[src/rtl/game_pkg.sv]
// Shared frame geometry, palette defaults and pixel-pipeline types for the game renderer.
// No logic of its own; no latency or backpressure.
// Consumers import game_pkg::*.
package game_pkg;

    localparam int         H_RES_DEF    = 640;
    localparam int         V_RES_DEF    = 480;
    localparam logic [3:0] TRANSP_DEF   = 4'h0;
    localparam logic [3:0] BG_IDX_DEF   = 4'h1;
    localparam int         DRAIN_CYCLES = 3;

    typedef enum logic [1:0] {
        IDLE,
        SCAN,
        DRAIN,
        DONE
    } fw_state_t;

    // One in-flight pixel: scan coordinates plus dino/obstacle coverage.
    typedef struct packed {
        logic       vld;
        logic [9:0] x;
        logic [9:0] y;
        logic       a_on;
        logic       b_on;
    } pix_t;

    function automatic logic [18:0] pix_addr(input logic [9:0] x, input logic [9:0] y,
                                             input int h);
        return 19'(y) * 19'(h) + 19'(x);
    endfunction

endpackage

[src/rtl/pixel_pipe.sv]
// Delay line carrying issued pixel coordinates, coverage flags and valid to the ROM data.
// Latency: 2 cycles, matching the sprite ROM read latency.
// Backpressure: none; one pixel enters and one leaves every cycle.
module pixel_pipe (
    input  logic       Clk50,
    input  logic       Reset,
    input  logic       s0_vld,
    input  logic [9:0] s0_x,
    input  logic [9:0] s0_y,
    input  logic       s0_a_on,
    input  logic       s0_b_on,
    output logic       s2_vld,
    output logic [9:0] s2_x,
    output logic [9:0] s2_y,
    output logic       s2_a_on,
    output logic       s2_b_on
);
    import game_pkg::*;

    pix_t s1, s2;

    always_ff @(posedge Clk50 or negedge Reset) begin
        if (!Reset) begin
            s1 <= '0;
            s2 <= '0;
        end else begin
            s1 <= '{vld: s0_vld, x: s0_x, y: s0_y, a_on: s0_a_on, b_on: s0_b_on};
            s2 <= s1;
        end
    end

    assign s2_vld  = s2.vld;
    assign s2_x    = s2.x;
    assign s2_y    = s2.y;
    assign s2_a_on = s2.a_on;
    assign s2_b_on = s2.b_on;

endmodule

[src/rtl/frame_writer.sv]
// Scans the screen, fetches dino/obstacle sprite pixels, composites them into the frame buffer.
// Latency: 3 cycles from pixel issue to fb write; frame_done 4 cycles after the last issue.
// Backpressure: none; frame buffer must accept one write per cycle while busy.
module frame_writer #(
    parameter int         H_RES  = game_pkg::H_RES_DEF,
    parameter int         V_RES  = game_pkg::V_RES_DEF,
    parameter logic [3:0] TRANSP = game_pkg::TRANSP_DEF,
    parameter logic [3:0] BG_IDX = game_pkg::BG_IDX_DEF
) (
    input  logic        Clk50,
    input  logic        Reset,
    input  logic        frame_start,
    input  logic        Restart,
    input  logic        dino_on_wr,
    input  logic        cactus_on_wr,
    input  logic        pterosaur_on_wr,
    input  logic [17:0] dino_addr,
    input  logic [17:0] cactus_addr,
    input  logic [17:0] ptero_addr,
    output logic [9:0]  WriteX,
    output logic [9:0]  WriteY,
    output logic [17:0] rom_addr_a,
    output logic [17:0] rom_addr_b,
    input  logic [3:0]  rom_data_a,
    input  logic [3:0]  rom_data_b,
    output logic        fb_we,
    output logic [18:0] fb_addr,
    output logic [3:0]  fb_data,
    output logic        busy,
    output logic        frame_done,
    output logic        Dead
);
    import game_pkg::*;

    localparam logic [9:0] X_LAST    = 10'(H_RES - 1);
    localparam logic [9:0] Y_LAST    = 10'(V_RES - 1);
    localparam logic [1:0] DRAIN_END = 2'(DRAIN_CYCLES - 1);

    fw_state_t  state, state_nxt;
    logic [1:0] drain_cnt;
    logic       scan;
    logic       last_pix;
    logic       obst_on;

    logic       s2_vld, s2_a_on, s2_b_on;
    logic [9:0] s2_x, s2_y;
    logic       a_op, b_op;

    assign scan     = (state == SCAN);
    assign last_pix = scan && (WriteX == X_LAST) && (WriteY == Y_LAST);

    always_ff @(posedge Clk50 or negedge Reset) begin
        if (!Reset) state <= IDLE;
        else        state <= state_nxt;
    end

    always_comb begin
        state_nxt = state;
        case (state)
            IDLE:    if (frame_start) state_nxt = SCAN;
            SCAN:    if (last_pix) state_nxt = DRAIN;
            DRAIN:   if (drain_cnt == DRAIN_END) state_nxt = DONE;
            DONE:    state_nxt = IDLE;
            default: state_nxt = IDLE;
        endcase
    end

    // Coordinates sit at (0,0) outside SCAN so a new frame always starts at the origin.
    always_ff @(posedge Clk50 or negedge Reset) begin
        if (!Reset) begin
            WriteX    <= '0;
            WriteY    <= '0;
            drain_cnt <= '0;
        end else begin
            drain_cnt <= (state == DRAIN) ? drain_cnt + 2'd1 : 2'd0;
            if (scan && !last_pix) begin
                if (WriteX == X_LAST) begin
                    WriteX <= '0;
                    WriteY <= WriteY + 10'd1;
                end else begin
                    WriteX <= WriteX + 10'd1;
                end
            end else begin
                WriteX <= '0;
                WriteY <= '0;
            end
        end
    end

    assign busy       = (state == SCAN) || (state == DRAIN);
    assign frame_done = (state == DONE);

    // Pterosaur wins over cactus when both cover the pixel.
    assign obst_on = pterosaur_on_wr || cactus_on_wr;

    always_comb begin
        rom_addr_a = '0;
        rom_addr_b = '0;
        if (scan && dino_on_wr)           rom_addr_a = dino_addr;
        if (scan && pterosaur_on_wr)      rom_addr_b = ptero_addr;
        else if (scan && cactus_on_wr)    rom_addr_b = cactus_addr;
    end

    pixel_pipe u_pipe (
        .Clk50   (Clk50),
        .Reset   (Reset),
        .s0_vld  (scan),
        .s0_x    (WriteX),
        .s0_y    (WriteY),
        .s0_a_on (dino_on_wr),
        .s0_b_on (obst_on),
        .s2_vld  (s2_vld),
        .s2_x    (s2_x),
        .s2_y    (s2_y),
        .s2_a_on (s2_a_on),
        .s2_b_on (s2_b_on)
    );

    assign a_op = s2_a_on && (rom_data_a != TRANSP);
    assign b_op = s2_b_on && (rom_data_b != TRANSP);

    always_ff @(posedge Clk50 or negedge Reset) begin
        if (!Reset) begin
            fb_we   <= 1'b0;
            fb_addr <= '0;
            fb_data <= '0;
            Dead    <= 1'b0;
        end else begin
            fb_we <= s2_vld;
            if (s2_vld) begin
                fb_addr <= pix_addr(s2_x, s2_y, H_RES);
                fb_data <= a_op ? rom_data_a : (b_op ? rom_data_b : BG_IDX);
            end
            // A collision in the same cycle as Restart keeps Dead set.
            Dead <= (s2_vld && a_op && b_op) || (Dead && !Restart);
        end
    end

endmodule
[config.mk]
export PLATFORM = sky130hd
export DESIGN_NAME = frame_writer
export DESIGN_NICKNAME = d
export VERILOG_FILES = /design/src/rtl/game_pkg.sv /design/src/rtl/pixel_pipe.sv /design/src/rtl/frame_writer.sv
export SDC_FILE = /design/constraint.sdc
export NUM_CORES = 1
export LEC_CHECK = 0
export CORE_ASPECT_RATIO = 0.5
export CORE_MARGIN = 5
export CORE_UTILIZATION = 46
export DETAILED_ROUTE_END_ITERATION = 12
export DONT_BUFFER_PORTS = 1
export SLEW_MARGIN = 10
export SYNTH_ARGS = -nofsm -noshare
export SYNTH_HDL_FRONTEND = slang
export SYNTH_SLANG_ARGS = --single-unit
[constraint.sdc]
create_clock -name Clk50 -period 3.85 [get_ports Clk50]
set_clock_uncertainty 0.1 [all_clocks]
set_input_delay 0.77 -clock Clk50 [delete_from_list [all_inputs] [get_ports Clk50]]
set_output_delay 0.77 -clock Clk50 [all_outputs]
set_load 0.01 [all_outputs]
==> out/results.tsv, run 1 <==
stage	metric	value	unit
sta	relSlewSlack	50.7	%
run_status	status	completed	
sta	slew_viol_final	0	
sta	min_period	3.22	ns
synthesis	synth_area_leaders	dfrtp_1 55%, ha_1 7.5%, a22o_1 3.7%, nor2_1 3.3%, and3_1 2.9%	
setup_path	worstPathCellList	inv_1, ha_1, and2_1, a22o_1	
cts	cts_buffers	9	
route	antenna_left	0	
final_layout	stdcell_area	4780	um^2
setup_path	reg2reg_to	fb_addr[18]$_DFFE_PN0P_	
sta	finalSetupTns	0	ns
place	io_buffers	0	
final_layout	multi_input_area	1840	um^2
grt	top_usage_layer	met2	
power_and_ir_drop	p_switching	0.439	mW
synthesis	ys_types	51	
route	vias	2786	
synthesis	async_reset_ff_share	100	%
final_layout	n_antenna_cell	0	
grt	grt_pass1_wl	15300	um
cts	htreeDepth	3	
sta	finalCritPeriodShare	83.7	%
power_and_ir_drop	pwr-share-clk	46.1	%
final_layout	final_cell_mix	95 x dfrtp_1, 38 x nor2_1, 26 x ha_1	
grt	grt_pass1_vias	2959	
power_and_ir_drop	p_leak	2.30	nW
power_and_ir_drop	power_density	415	nW/um^2
grt	use_met1	20.5	%
place	place.gp.congestion	0.773	
worst_hold_path	hold_class	in2async	
place	dpl.hpwl	6930	um
floorplanning	dieArea	11500	um^2
floorplanning	die_w	147	um
cts	cts.sinks	95	
cts	cts_tree	built	
final_layout	nNetsFinal	474	
route	drt_iter0_drc	137	
setup_path	cp_max_fo	27	
cts	clk_pin_slew	0.07	ns
route	wl	9310	um
power_and_ir_drop	p_total	1.99	mW
sta	worst_slew_pin_slew	0.730	ns
cts	clk-insertion-delay-late	0.34	ns
synthesis	synth-edff-count	0	
cts	cts_resized	0	
grt	use_met2	28.2	%
synthesis	synth-seq-area-share	55.1	%
floorplanning	initial_core_util	46.5	%
final_layout	drive_above_1_share	10.2	%
setup_path	startpoint_type	register	
synthesis	synth_nets	469	
grt	antenna_found_initial	0	
power_and_ir_drop	vdd_drop_max	0.214	mV
setup_path	r2r_setup_slack	0.85	ns
sta	fmax	0.310	GHz
final_layout	fillerInstances	790	
setup_path	critical_path_class	reg2out	
floorplanning	die_h	78.5	um
floorplanning	core	9290	um^2
synthesis	avgSynthCellArea	11.6	um^2
cts	postCtsSetupBuffers	0	
synthesis	netlist_area	4320	um^2
final_layout	final_common_cell	dfrtp_1	
setup_path	timing.rr.start	u_pipe.s2_y[1]$_DFF_PN0_	
setup_path	slowest_stage	ha_1	
synthesis	synthCells	372	
final_layout	areaGrowthSynthToFinish	10.8	%
grt	grt_max_degree	96	
grt	grt_use_met3	6.34	%
synthesis	ys_seq_elements	95	
synthesis	synth_top_area_share	55.1	%
route	vias_per_cell	5.54	
route	first_pass_iters	5	
cts	cts-root-buf	clkbuf_16	
final_layout	final_util	51.4	%
route	wire_per_inst	18.5	um
final_layout	seq_area	2380	um^2
power_and_ir_drop	pwr-share-seq	51.0	%
setup_path	worstRegToRegCells	10	
sta	finalSetupViolCount	0	
setup_path	critPathRequiredTime	2.98	ns
floorplanning	row_count	25	
flow_run	maxCapViolCount	0	
grt	grt_usage	16.7	%
sta	rsz0062_at_grt	false	
place	place_area	4450	um^2
synthesis	yosysWarnings	0	
floorplanning	io_pins	152	
setup_path	crit_path_end_kind	primary output	
power_and_ir_drop	comb_power_share	2.9	%
sta	holdWs	0.0192	ns
power_and_ir_drop	p_int	1.55	mW
synthesis	synth_top_flop_cell	dfrtp_1	
grt	overflow	0	
power_and_ir_drop	swShare	22.1	%
sta	hold_viol_final	0	
synthesis	yosysTopAreaCell	dfrtp_1	
cts	cts_max_path_buffers	2	
route	remaining_drc_errors	0	
setup_path	slowest_delay	0.62	ns
setup_path	cp.arrival	2.35	ns
-- layer usage --
metal | wire [um] | part of all wire (%)
met1 | 3920 | 42
met5 | 0 | 0
met4 | 46 | 0.49
met2 | 4710 | 51
met3 | 635 | 6.8
-- final cells by class --
cell class,count,share of cell area [%]
Clock inverter,7,1.81
Tap cell,121,3.17
Inverter,16,1.26
Multi-Input combinational cell,250,38.4
Timing Repair Buffer,5,0.890
Sequential cell,95,49.7
Clock buffer,9,4.71
-- cells in the mapped netlist (all sizes together) (4+ instances only) --
master	count
a21oi	8
a22o	18
a31oi	4
and3	20
clkbuf	10
dfrtp	95
ha	26
inv	16
mux2	10
nand2	17
nand3	11
nand4	7
nor2	39
nor2b	8
nor3	6
o21ai	9
xnor2	14
xor2	14
-- critical path: cells and delay by family, from the launching register on --
kind                     cells  cell delay, ns
AND/OR/NAND/NOR              1            0.58
AO/OA/AOI/OAI                1            0.31
flip-flops                   1            0.40
buffers and inverters        1            0.10
adder cells (fa/ha/maj)      1            0.62
-- registers in the layout, summed over array words and instances (netlist names) --
register and flops:
u_pipe.s2_a_on 1, WriteX 10, WriteY 10, state 2
u_pipe.s2_y 10, drain_cnt 2, u_pipe.s1 23, u_pipe.s2_b_on 1
fb_we 1, u_pipe.s2_vld 1, fb_addr 19, fb_data 4
u_pipe.s2_x 10, Dead 1
-- kinds of logic (layout without fill, tap and decap cells) --
family	count (synthesis)	count (layout)	share of synthesized area, %
adder cells (fa/ha/maj)	28	28	8.47
multiplexers	11	11	2.84
AND/OR/NAND/NOR	120	120	14.3
flip-flops	95	95	55.1
AO/OA/AOI/OAI	63	63	11.3
buffers and inverters	27	37	2.35
XOR/XNOR	28	28	5.68
-- power by group through the flow --
| stage | logic [mW] | registers [mW] | clock network [mW] |
|---|---|---|---|
| after floorplan | 0.0488 | 1.03 | 0 |
| after detailed placement | 0.0559 | 1.03 | 0 |
| final | 0.0576 | 1.01 | 0.916 |
| after global placement | 0.0556 | 1.03 | 0 |
| after CTS | 0.0561 | 1.01 | 0.940 |
| after global routing | 0.0626 | 1.01 | 0.991 |
-- timing repair --
item,CTS,global route
hold endpoints to repair,0,4
hold buffers,0,2
setup endpoints to repair,0,0
-- worst max path at each step --
stage                                   end  depth (start not counted)                     start  slack (ns)
finish                        rom_addr_b[8]                          4      state[1]$_DFFE_PN0P_        0.63
global route                  rom_addr_b[8]                          4      state[1]$_DFFE_PN0P_        0.39
CTS                           rom_addr_b[7]                          4      state[1]$_DFFE_PN0P_        0.59
detailed placement  fb_addr[18]$_DFFE_PN0P_                         10  u_pipe.s2_y[1]$_DFF_PN0_        0.86
global placement    fb_addr[18]$_DFFE_PN0P_                         10  u_pipe.s2_y[1]$_DFF_PN0_        0.92
floorplan           fb_addr[18]$_DFFE_PN0P_                         10  u_pipe.s2_y[1]$_DFF_PN0_        1.03
-- metrics by stage --
step | setup slack (ns) | cells
floorplan | 1.03 | 372
CTS | 0.586 | 501
finish | 0.626 | 503
global route | 0.391 | 503
detailed placement | 0.858 | 485
global placement | 0.924 | 485
Note: power is estimated with default switching activity, not from simulation.
==> run 2, diff against run 1 <==
==> constraint.sdc (replaced) <==
create_clock -name Clk50 -period 2.75 [get_ports Clk50]
set_clock_uncertainty 0.1 [all_clocks]
set_input_delay 0.55 -clock Clk50 [delete_from_list [all_inputs] [get_ports Clk50]]
set_output_delay 0.55 -clock Clk50 [all_outputs]
set_load 0.01 [all_outputs]
==> out/results.tsv, run 2 (synthesized netlist as in run 1, its figures left out) <==
stage	metric	value	unit
setup_path	critPathLaunch	u_pipe.s2_y[3]$_DFF_PN0_	
grt	use_met1	19.7	%
floorplanning	dieArea	11500	um^2
route	remaining_drc_errors	0	
floorplanning	die_w	147	um
cts	cts-root-buf	clkbuf_16	
run_status	violations	hold timing	
setup_path	critPathTopFamily	compound AO/OA/AOI/OAI gates	
sta	worst_slew_pin_slew	0.701	ns
sta	min_period	2.69	ns
setup_path	slowest_stage	dfrtp_1	
floorplanning	core	9290	um^2
cts	cts.sinks	95	
setup_path	critPathRequiredTime	2.88	ns
route	wl	9540	um
sta	finalSetupViolCount	0	
route	drt_iter0_drc	138	
sta	slew_viol_final	0	
grt	grt_usage	16.8	%
place	io_buffers	0	
final_layout	largest-register	u_pipe.s1	
floorplanning	row_count	25	
sta	setup_ws	0.0558	ns
sta	finalSetupTns	0	ns
setup_path	timing.rr.start	u_pipe.s2_y[3]$_DFF_PN0_	
final_layout	drive_above_1_share	15.8	%
sta	fmax	0.371	GHz
final_layout	largest_register_ffs	23	
sta	finalCritPeriodShare	98.0	%
final_layout	areaGrowthSynthToFinish	13.4	%
place	dp_slack	-0.0262	ns
floorplanning	initial_core_util	46.5	%
power_and_ir_drop	power_density	554	nW/um^2
final_layout	reg.largest.list	u_pipe.s1 x23, fb_addr x19	
cts	cts_buffers	9	
power_and_ir_drop	p_leak	2.36	nW
setup_path	cp.buffers_inverters	1	
sta	rsz0062_at_grt	true	
route	wire_per_inst	18.6	um
sta	relSlewSlack	52.7	%
setup_path	worstPathCellList	ha_1, ha_2, inv_2, fa_2, nor2b_4, o311ai_4, nand2_1, a221o_1, or3_1, a31o_1	
setup_path	startpoint_type	register	
worst_hold_path	hold_class	in2async	
grt	grt_use_met3	5.88	%
cts	cts_tree	built	
floorplanning	die_h	78.5	um
grt	use_met2	29.3	%
floorplanning	io_pins	152	
final_layout	nNetsFinal	485	
grt	top_usage_layer	met2	
flow_run	maxCapViolCount	0	
cts	cts_max_path_buffers	2	
route	first_pass_iters	4	
cts	clk-insertion-delay-late	0.34	ns
place	dpl.hpwl	7120	um
setup_path	critical_path_class	reg2reg	
final_layout	final_cell_mix	95 x dfrtp_1, 37 x nor2_1, 25 x ha_1	
setup_path	cp.arrival	2.83	ns
sta	holdWs	-0.206	ns
grt	grt_pass1_vias	3017	
sta	hold_viol_final	95	
route	vias_per_cell	5.59	
grt	overflow	0	
setup_path	slowest_delay	0.39	ns
final_layout	n_antenna_cell	0	
final_layout	fillerInstances	789	
final_layout	final_common_cell	dfrtp_1	
grt	grt_max_degree	96	
setup_path	cp_max_fo	3	
place	place_area	4530	um^2
cts	htreeDepth	3	
place	place.gp.congestion	0.807	
power_and_ir_drop	vdd_drop_max	0.304	mV
route	vias	2872	
route	antenna_left	0	
setup_path	crit_path_end_kind	register	
grt	grt_pass1_wl	15300	um
run_status	status	finished, violations left	
grt	antenna_found_initial	0	
cts	clk_pin_slew	0.07	ns
final_layout	stdcell_area	4890	um^2
[run 2: final cells by class]
class	count	area (um^2)	share of cell area, %
Multi-Input combinational cell	250	1890	38.6
Clock inverter	7	70.1	1.43
Clock buffer	9	225	4.60
Sequential cell	95	2380	48.6
Inverter	16	60.1	1.23
Tap cell	121	151	3.09
Timing Repair Buffer	16	120	2.46
[run 2: metrics by stage]
stage	util [%]	hold WS, ns	power [mW]	instances
CTS	52.2	-0.222	2.74	513
detailed placement	48.7	0.156	1.52	495
floorplan	-	0.154	1.51	372
global route	52.7	-0.229	2.81	514
finish	52.7	-0.206	2.71	514
global placement	48.7	0.156	1.52	495
[run 2: final timing paths]
path,endpoint,slack (ns),cells after the start
setup / recovery,fb_addr[17]$_DFFE_PN0P_,0.06,10
hold / removal,u_pipe.s2_x[2]$_DFF_PN0_,-0.21,0
hold reg to reg,u_pipe.s2_y[4]$_DFF_PN0_,0.24,0
setup reg to reg,fb_addr[17]$_DFFE_PN0P_,0.06,10
max in group asynchronous,u_pipe.s2_y[7]$_DFF_PN0_,2.62,0
min in group Clk50,u_pipe.s1[1]$_DFF_PN0_,0.13,0
[run 2: what timing repair did]
action | CTS | global route
buffers inserted | 2 | 1
endpoints found under the hold margin | 95 | 95
pin swaps | 3 | 8
resized for setup | 2 | 7
endpoints found under the setup margin | 2 | 11
[run 2: routing by layer]
metal / share of wire, % / wire [um]
met1: 42 / 4010
met4: 1.1 / 101
met5: 0 / 0
met3: 6.0 / 572
met2: 51 / 4860
[run 2: power breakdown]
| group | internal [mW] | leakage [nW] | total [mW] | switching, mW |
|---|---|---|---|---|
| clock network | 0.641 | 0.147 | 1.22 | 0.574 |
| registers | 1.41 | 1.22 | 1.42 | 0.0106 |
| logic | 0.0315 | 1.00 | 0.0781 | 0.0466 |
| total | 2.08 | 2.36 | 2.71 | 0.631 |
==> run 3, diff against run 2 <==
--- a/config.mk
+++ b/config.mk
@@ -10,7 +10,9 @@
 export CORE_UTILIZATION = 46
 export DETAILED_ROUTE_END_ITERATION = 12
 export DONT_BUFFER_PORTS = 1
+export MAX_ROUTING_LAYER = met4
 export SLEW_MARGIN = 10
 export SYNTH_ARGS = -nofsm -noshare
 export SYNTH_HDL_FRONTEND = slang
+export SYNTH_HIERARCHICAL = 1
 export SYNTH_SLANG_ARGS = --single-unit
==> out/results.tsv, run 3 <==
stage	metric	value	unit
synthesis	synth.most_common_cell	dfrtp_1	
sta	finalCritPeriodShare	101	%
place	io_buffers	0	
floorplanning	die_h	78.8	um
run_status	status	finished, violations left	
final_layout	largest_register_ffs	23	
cts	cts.sinks	95	
cts	cts_buffers	9	
power_and_ir_drop	pwr-share-seq	47.5	%
synthesis	synth_top_area_share	54.6	%
setup_path	slowest_delay	0.53	ns
setup_path	cp.buffers_inverters	2	
final_layout	seq_area	2380	um^2
floorplanning	row_count	25	
setup_path	cp.arrival	2.95	ns
cts	cts-root-buf	clkbuf_16	
floorplanning	core	9350	um^2
setup_path	crit_end	fb_addr[18]$_DFFE_PN0P_	
setup_path	reg2reg_to	fb_addr[18]$_DFFE_PN0P_	
power_and_ir_drop	pwr-share-clk	31.0	%
final_layout	final_common_cell	dfrtp_1	
sta	fmax	0.359	GHz
route	first_pass_iters	4	
synthesis	synth_common_cells	95 x dfrtp_1, 29 x nor2_1, 26 x ha_1	
final_layout	multi_input_area	1970	um^2
final_layout	fillerInstances	809	
synthesis	avgSynthCellArea	11.6	um^2
setup_path	critPathRequiredTime	2.92	ns
route	antenna_left	0	
setup_path	worstPathCellList	ha_4, ha_4, inv_2, fa_2, nor2b_4, o311ai_4, buf_4, a22oi_2, xor2_1, or4_1, a31oi_1	
setup_path	cp_num_cells	11	
final_layout	final_cells	525	
power_and_ir_drop	comb_power_share	21.5	%
power_and_ir_drop	p_switching	1.30	mW
grt	grt_usage	19.2	%
place	dpl.hpwl	8230	um
synthesis	ys_types	54	
sta	slew_viol_final	0	
setup_path	critPathTopFamily	adder cells	
place	place.gp.congestion	0.824	
power_and_ir_drop	power_density	782	nW/um^2
route	wl	10900	um
setup_path	cpMostUsedCell	ha_4	
setup_path	timing.rr.start	u_pipe/s2_y[3]$_DFF_PN0_	
setup_path	startpoint_type	register	
setup_path	critPathLaunch	u_pipe/s2_y[3]$_DFF_PN0_	
route	drt_iter0_drc	132	
route	vias_per_cell	5.64	
synthesis	ys_seq_elements	95	
place	dp.cells	499	
setup_path	slowest_stage	or4_1	
setup_path	r2r_setup_slack	-0.03	ns
grt	grt_pass1_vias	2993	
final_layout	drive_above_1_share	16.9	%
power_and_ir_drop	vdd_drop_max	0.342	mV
sta	min_period	2.78	ns
grt	overflow	0	
sta	finalSetupTns	-0.0540	ns
power_and_ir_drop	p_total	3.90	mW
setup_path	critical_path_class	reg2reg	
sta	worst_slew_pin_slew	0.756	ns
floorplanning	dieArea	11600	um^2
setup_path	worstRegToRegCells	11	
synthesis	yosysWarnings	6	
worst_hold_path	hold_class	in2async	
final_layout	areaGrowthSynthToFinish	14.3	%
final_layout	reg.largest.list	u_pipe/s1 x23, fb_addr x19	
power_and_ir_drop	swShare	33.3	%
sta	hold_viol_final	95	
cts	clk-insertion-delay-late	0.34	ns
sta	rsz0062_at_grt	true	
synthesis	netlist_area	4360	um^2
synthesis	async_reset_ff_share	100	%
cts	clk_pin_slew	0.07	ns
sta	relSlewSlack	49.0	%
synthesis	synth_top_flop_cell	dfrtp_1	
route	wire_per_inst	20.7	um
final_layout	largest-register	u_pipe/s1	
synthesis	yosysTopAreaCell	dfrtp_1	
final_layout	final_cell_mix	95 x dfrtp_1, 27 x nor2_1, 23 x and3_1	
place	dp_slack	-0.0625	ns
grt	antenna_found_initial	8	
synthesis	synth_area_leaders	dfrtp_1 55%, ha_1 7.5%, a22o_1 3.6%, and3_1 3.3%, mux2_2 2.8%	
floorplanning	die_w	148	um
grt	grt_pass1_wl	16700	um
sta	holdWs	-0.204	ns
synthesis	synth_nets	473	
synthesis	synth-edff-count	0	
final_layout	nNetsFinal	489	
run_status	violations	hold timing, setup timing	
sta	setup_ws	-0.0339	ns
cts	cts_tree	built	
floorplanning	initial_core_util	46.6	%
setup_path	cp_max_fo	3	
synthesis	synth-seq-area-share	54.6	%
power_and_ir_drop	p_leak	2.41	nW
grt	grt_max_degree	96	
cts	cts_max_path_buffers	2	
flow_run	maxCapViolCount	0	
power_and_ir_drop	p_int	2.60	mW
setup_path	crit_path_end_kind	register	
cts	htreeDepth	3	
floorplanning	io_pins	152	
route	vias	2959	
route	remaining_drc_errors	0	
synthesis	synthCells	376	
sta	finalSetupViolCount	2	
==> run 3: cells by family after synthesis <==
logic type	Yosys count	synth area share (%)
adders and majority gates	28	8.39
DFF	95	54.6
buffers and inverters	25	2.15
muxes	12	3.10
and+or+nand+nor	118	14.2
xor gates and xnor gates	21	4.22
AOI/OAI and AO/OA	77	13.4
==> run 3: per-stage QoR <==
stage	instance area, um^2	utilization, %
3_3_place_gp	4580	49.0
2_1_floorplan	4380	-
4_1_cts	4900	52.4
5_1_grt	4980	53.2
6_report	4980	53.2
3_5_place_dp	4580	49.0
==> run 3: what timing repair did <==
action,4_1_cts,5_1_grt
setup endpoints to repair,2,9
gates resized for setup,3,5
pin swaps,1,7
buffers inserted,0,3
endpoints found under the hold margin,95,95
==> run 3: layout make-up <==
cell class | count | area share, %
clock buffers | 10 | 4.80
clock inverters | 6 | 1.03
well taps | 121 | 3.04
repair buffers | 16 | 2.41
inverters | 14 | 1.06
multi-input cells | 256 | 39.6
diodes | 7 | 0.352
flip-flops and latches | 95 | 47.8
==> run 3: how the worst min path moves through the flow <==
stage	endpoint	depth (start not counted)
floorplan	Dead$_DFF_PN0_	0
global placement	u_pipe/s1[15]$_DFF_PN0_	0
detailed placement	u_pipe/s2_x[3]$_DFF_PN0_	0
CTS	u_pipe/s2_x[3]$_DFF_PN0_	0
global route	WriteX[2]$_DFF_PN0_	0
finish	WriteX[4]$_DFF_PN0_	0
==> run 3: metal layers <==
metal | global-route usage [%] | vias to the layer above | routed length [um] | part of all wire [%]
li1 | - | 1406 | - | -
met1 | 19.8 | 1415 | 4040 | 37
met2 | 32.7 | 125 | 5390 | 50
met3 | 9.29 | 13 | 1170 | 11
met4 | 6.41 | 0 | 260 | 2.4
met5 | - | - | 0 | 0
==> run 3: power by group through the flow <==
stage                     registers [mW]  clock network (mW)  logic (mW)
after floorplan                     1.81                   0       0.679
after global placement              1.87                   0       0.805
after detailed placement            1.89                   0       0.840
after CTS                           1.86                1.23       0.845
after global routing                1.88                1.31       0.925
final                               1.85                1.21       0.837
==> run 3: worst reg2reg max path, stage by stage, from the launching register on <==
cell,delay [ns]
dfrtp_1,0.41
ha_4,0.29
ha_4,0.13
inv_2,0.04
fa_2,0.40
nor2b_4,0.16
o311ai_4,0.12
buf_4,0.16
a22oi_2,0.13
xor2_1,0.10
or4_1,0.53
a31oi_1,0.13
